$ cat src/rtl/loop_sequencer.sv
// loop_sequencer: three-level nested loop index generator with stall, abort and done handshake
module loop_sequencer #(
    parameter int BIT_WIDTH = 5
) (
    input  logic                 clk,
    input  logic                 rst,
    input  logic                 start,
    input  logic                 abort,
    input  logic [BIT_WIDTH-1:0] cfg_max_i,
    input  logic [BIT_WIDTH-1:0] cfg_max_j,
    input  logic [BIT_WIDTH-1:0] cfg_max_k,
    input  logic                 stall,
    output logic [BIT_WIDTH-1:0] idx_i,
    output logic [BIT_WIDTH-1:0] idx_j,
    output logic [BIT_WIDTH-1:0] idx_k,
    output logic                 valid,
    output logic                 first_k,
    output logic                 last,
    output logic                 busy,
    output logic                 done
);
    typedef enum logic [1:0] {IDLE, RUN, DONE} state_t;

    state_t               state;
    logic [BIT_WIDTH-1:0] max_i, max_j, max_k;
    logic                 k_wrap, j_wrap;

    assign k_wrap  = idx_k == max_k;
    assign j_wrap  = idx_j == max_j;
    assign valid   = state == RUN;
    assign busy    = state != IDLE;
    assign done    = state == DONE;
    assign first_k = valid && idx_k == '0;
    assign last    = valid && k_wrap && j_wrap && idx_i == max_i;

    // State, latched bounds and indices; wrap happens at the latched max so increments never overflow
    always_ff @(posedge clk) begin
        if (rst) begin
            state <= IDLE;
            idx_i <= '0;
            idx_j <= '0;
            idx_k <= '0;
            max_i <= '0;
            max_j <= '0;
            max_k <= '0;
        end else if (state == IDLE) begin
            if (start && !abort) begin
                state <= RUN;
                max_i <= cfg_max_i;
                max_j <= cfg_max_j;
                max_k <= cfg_max_k;
                idx_i <= '0;
                idx_j <= '0;
                idx_k <= '0;
            end
        end else if (state == DONE || abort) begin
            state <= IDLE;
            idx_i <= '0;
            idx_j <= '0;
            idx_k <= '0;
        end else if (!stall) begin
            state <= last ? DONE : RUN;
            idx_k <= (k_wrap || last) ? '0 : idx_k + 1'b1;
            idx_j <= (last || (k_wrap && j_wrap)) ? '0 : k_wrap ? idx_j + 1'b1 : idx_j;
            idx_i <= last ? '0 : (k_wrap && j_wrap) ? idx_i + 1'b1 : idx_i;
        end
    end
endmodule

$ cat config.mk
export PLATFORM = sky130hd
export DESIGN_NAME = loop_sequencer
export DESIGN_NICKNAME = d
export VERILOG_FILES = /design/src/rtl/loop_sequencer.sv
export SDC_FILE = /design/constraint.sdc
export NUM_CORES = 1
export LEC_CHECK = 0
export CAP_MARGIN = 10
export CORE_ASPECT_RATIO = 1.4
export CORE_MARGIN = 1
export CORE_UTILIZATION = 45
export CTS_BUF_LIST = sky130_fd_sc_hd__clkbuf_4 sky130_fd_sc_hd__clkbuf_8 sky130_fd_sc_hd__clkbuf_16
export CTS_CLUSTER_DIAMETER = 200
export CTS_CLUSTER_SIZE = 14
export DETAILED_ROUTE_END_ITERATION = 10
export PLACE_DENSITY_LB_ADDON = 0.1
export RECOVER_POWER = 25
export SETUP_SLACK_MARGIN = 0.05
export SYNTH_ARGS = -nofsm -noshare
export SYNTH_HDL_FRONTEND = slang
export SYNTH_SLANG_ARGS = --single-unit
$ cat constraint.sdc
create_clock -name clk -period 4.9 [get_ports clk]
set_clock_uncertainty 0.15 [all_clocks]
set_input_delay 1.47 -clock clk [delete_from_list [all_inputs] [get_ports clk]]
set_output_delay 1.47 -clock clk [all_outputs]
set_load 0.02 [all_outputs]
* Word-level counts from Yosys, hierarchy flattened
Cells that the tools add are included. W data, S select, Z words.
Storage, ports and cells: register bits 32, output and inout port bits 20, logic and storage cells 56
Operators by class: equal/unequal tests 7, $add $sub $neg 3, reduce and logical (&&, ||, !) cells 19, muxes and demuxes 20
Operators with widths (count):
- $mux W5 | 15
- $add A5 B1 Y5 const B | 3
- $eq A5 B5 Y1 | 3
- $mux W2 | 5
- $reduce_bool A4 Y1 | 2
- $logic_and A1 B1 Y1 | 6
- $reduce_and A3 Y1 | 2
- $logic_not A5 Y1 | 1
- $reduce_and A2 Y1 | 2
- $logic_or A1 B1 Y1 | 3
- $ne A3 B1 Y1 const B | 1
- $eq A2 B1 Y1 const B | 1
- $eq A2 B2 Y1 const B | 1
- $logic_not A2 Y1 | 1
- $ne A2 B1 Y1 const B | 1
- $reduce_bool A2 Y1 | 1
- $logic_not A1 Y1 | 1

* Logic depth before layout (Yosys ltp)
depth in word-level cells 9, depth in mapped cells 7, mapped depth without buffers 5

* Worst setup path after synthesis
Ideal clock, no wire load.
kind reg-to-output, from reg idx_i[4], to out last, arrival 1.503 ns, required time 3.280 ns, path slack 1.777 ns, stages on the path, launching flop included 6, path through dfxtp_1 > xor2_1 > nor4_1 > nand3_1 > clkbuf_1 > nor2_1
On the way: cells in the longest elaborated chain, start to end 2
Ends and longest elaborated chain:
- start: declaration | line 13 | output logic [BIT_WIDTH-1:0] idx_i,
- start signal: assignment | line 65 | idx_i <= last ? '0 : (k_wrap && j_wrap) ? idx_i + 1'b1 : idx_i;
- $eq A5 B5 Y1 | line 34 | assign last = valid && k_wrap && j_wrap && idx_i == max_i;
- $logic_and A1 B1 Y1 | line 34
- end: declaration | line 18 | output logic last,
No other way between the ends.

* Worst setup path after layout
Ends and elaborated chain as after synthesis.

==> results.sh <==
export IMPL_cts_resized=0
export IMPL_ys_ff_latch=32
export IMPL_synthArstFlopShare=0
export IMPL_pre_cts_ws_ns=1.05
export IMPL_maxSlewHeadroom=0.409
export IMPL_drt_wl_total_mm=4.00
export IMPL_cts_clk_slew_worst_paths_ns=0.07
export IMPL_root_buffer="clkbuf_8"
export IMPL_diodes=0
export IMPL_routabilityCongestion=0.819
export IMPL_cts_tree="built"
export IMPL_postPlaceCellArea_um2=2100
export IMPL_start_util=0.467
export IMPL_syn_instance_count=212
export IMPL_grt_first_pass_wirelength_mm=6.45
export IMPL_grt_setup_unrepaired="no"
export IMPL_core_area_um2=3640
export IMPL_syn2layout_area_growth_pct=29.1
export IMPL_insertion_delay_ns=0.29
export IMPL_clock_sinks=32
export IMPL_crit_fanout=11
export IMPL_fillers=362
export IMPL_grt_total_usage=0.217
export IMPL_cts_hold_fix_buffers=0
export IMPL_synth_area_per_cell_um2=8.02
export IMPL_final_hold_viol_count=0
export IMPL_status="finished, final reports clean"
export IMPL_die_h_um=74.7
export IMPL_fin_nets=269
export IMPL_cts_setup_buffers=0
export IMPL_max_freq_mhz=254
export IMPL_grt_max_degree=23
export IMPL_synth_warnings=0
export IMPL_num_io_pins=40
export IMPL_stdcell_count=288
export IMPL_dieArea_um2=4030
export IMPL_route_detailed_wl_per_inst_um=13.9
export IMPL_placed_cells=280
export IMPL_min_period_ns=3.93
export IMPL_antenna_found_initial=0
export IMPL_yosysSeqAreaShare=0.377
export IMPL_rows=26
export IMPL_synthDominantCellAreaShare=0.377
export IMPL_synth_ff_type="dfxtp_1"
export IMPL_numCtsBuffers=5
export IMPL_synth_area_leaders="dfxtp_1, nand2_1, a21oi_1"
export IMPL_setup_viol_count_final=0
export IMPL_vias_per_cell=5.63
export IMPL_final_area_um2=2190
export IMPL_p_leak_uw=0.000881
export IMPL_slew_viol_final=0
export IMPL_arrival_ns=2.31
export IMPL_tns_ns=0
export IMPL_synth_area_um2=1700
export IMPL_firstDrtPassIters=4
export IMPL_syn_nets=236
export IMPL_synth_edff_count=0
export IMPL_cp_data_required_time_ns=3.28
export IMPL_finalCritPeriodShare=0.802
export IMPL_drive_gt1_frac=0.0610
export IMPL_drv_cap=0
export IMPL_utilization=0.602
export IMPL_cts_max_path_buffers=2
export IMPL_drt_iter0_markers=56
export IMPL_synth_top_area_cell="dfxtp_1"
export IMPL_critPathKind="reg2out"
export IMPL_tightest_slew_ns=0.884
export IMPL_h_tree_depth=2
export IMPL_cp_end_kind="primary output"
export IMPL_synthDistinctLibCells=39
export IMPL_setup_slack_ns=0.970
export IMPL_hpwl_mm=2.83
export IMPL_grt_overflow=0
export IMPL_grt_pass1_vias=1453
export IMPL_drt_antenna_violating_nets=0
export IMPL_io_buffers=39
export IMPL_worstSetupStartpointType="register"
export IMPL_post_route_drc_count=0
export IMPL_via_count=1621
export IMPL_peakVddDrop_v=0.000190
export IMPL_power_density_nw_per_um2=261
export IMPL_die_x_um=54.0
export IMPL_hp_class="reg2reg"
Yosys cell counts (all sizes together) (5+ instances only):
cell and number:
a21oi 26, buf 5, clkbuf 10, dfxtp 32, nand2 36, nand3 15, nand3b 5, nand4 6
nor2 9, nor2b 5, nor3 5, xor2 14
sequential cells by signal, indices dropped and copies added, names as in the netlist:
register,count
idx_i,5
idx_j,5
idx_k,5
max_i,5
max_j,5
max_k,5
state,2
where the power goes:
part | internal [uW] | switching, uW
Combinational | 34.8 | 45.2
Sequential | 267 | 4.89
Clock | 126 | 96.5
cell usage in the layout (no fill, tap or decap), types with 5 or more instances in the layout:
| master | synthesis | layout |
|---|---|---|
| nor2_1 | 9 | 9 |
| nand3_1 | 14 | 14 |
| dlygate4sd3_1 | 0 | 13 |
| nand4_1 | 6 | 6 |
| nor2b_1 | 5 | 5 |
| clkdlybuf4s50_1 | 0 | 26 |
| nand3b_1 | 5 | 5 |
| clkbuf_8 | 0 | 6 |
| xor2_1 | 14 | 14 |
| dfxtp_1 | 32 | 32 |
| a21oi_1 | 26 | 26 |
| nand2_1 | 36 | 36 |
critical path, cell delays in order, from the launching register on:
cell	delay [ns]
dfxtp_1	0.43
xor2_1	0.11
nor4_1	0.31
nand3_1	0.37
nor2_1	0.18
clkdlybuf4s50_1	0.62
path summary, 6_finish.rpt:
| kind | from | slack, ns | cells after the start | endpoint |
|---|---|---|---|---|
| worst max register to register | state[0] | 2.55 | 5 | idx_i[4] |
| worst max-delay path | idx_i[4] | 0.97 | 5 | last |
| worst min register to register | max_j[2] | 0.32 | 2 | max_j[2] |
| worst min-delay path | max_j[2] | 0.32 | 2 | max_j[2] |
metal layers:
| metal | vias up | part of all wire | track usage | wire [um] |
|---|---|---|---|---|
| met4 | 0 | 0.014 | 0.0702 | 56 |
| met3 | 7 | 0.034 | 0.0545 | 136 |
| met2 | 43 | 0.48 | 0.350 | 1900 |
| met5 | - | 0 | 0 | 0 |
| met1 | 752 | 0.48 | 0.280 | 1900 |
| li1 | 819 | - | - | - |
cell families (layout without fill, tap and decap cells):
| group | Yosys count | count (layout) | share of synthesized area |
|---|---|---|---|
| AND/OR/NAND/NOR | 95 | 95 | 0.299 |
| AO/OA/AOI/OAI | 47 | 47 | 0.168 |
| flip-flops | 32 | 32 | 0.377 |
| buffers and inverters | 18 | 52 | 0.0427 |
| XOR/XNOR | 15 | 15 | 0.0773 |
| adder cells (fa/ha/maj) | 4 | 4 | 0.0294 |
| multiplexers | 1 | 1 | 0.00662 |
metrics by stage:
| step | total power, uW | hold slack [ns] |
|---|---|---|
| 3_5_place_dp | 358 | 0.312 |
| 3_3_place_gp | 357 | 0.305 |
| 4_1_cts | 579 | 0.321 |
| 2_1_floorplan | 329 | 0.298 |
| 6_report | 574 | 0.320 |
| 5_1_grt | 598 | 0.340 |
cell type report:
cell class | instances | area, um2 | area share
tap | 42 | 52.6 | 0.0239
clock buffer | 8 | 97.6 | 0.0445
inverter | 3 | 11.3 | 0.00513
timing repair buffer | 41 | 405 | 0.185
sequential | 32 | 641 | 0.292
multi-input combinational | 162 | 987 | 0.450
No activity file was read; power rests on OpenSTA's default activity.
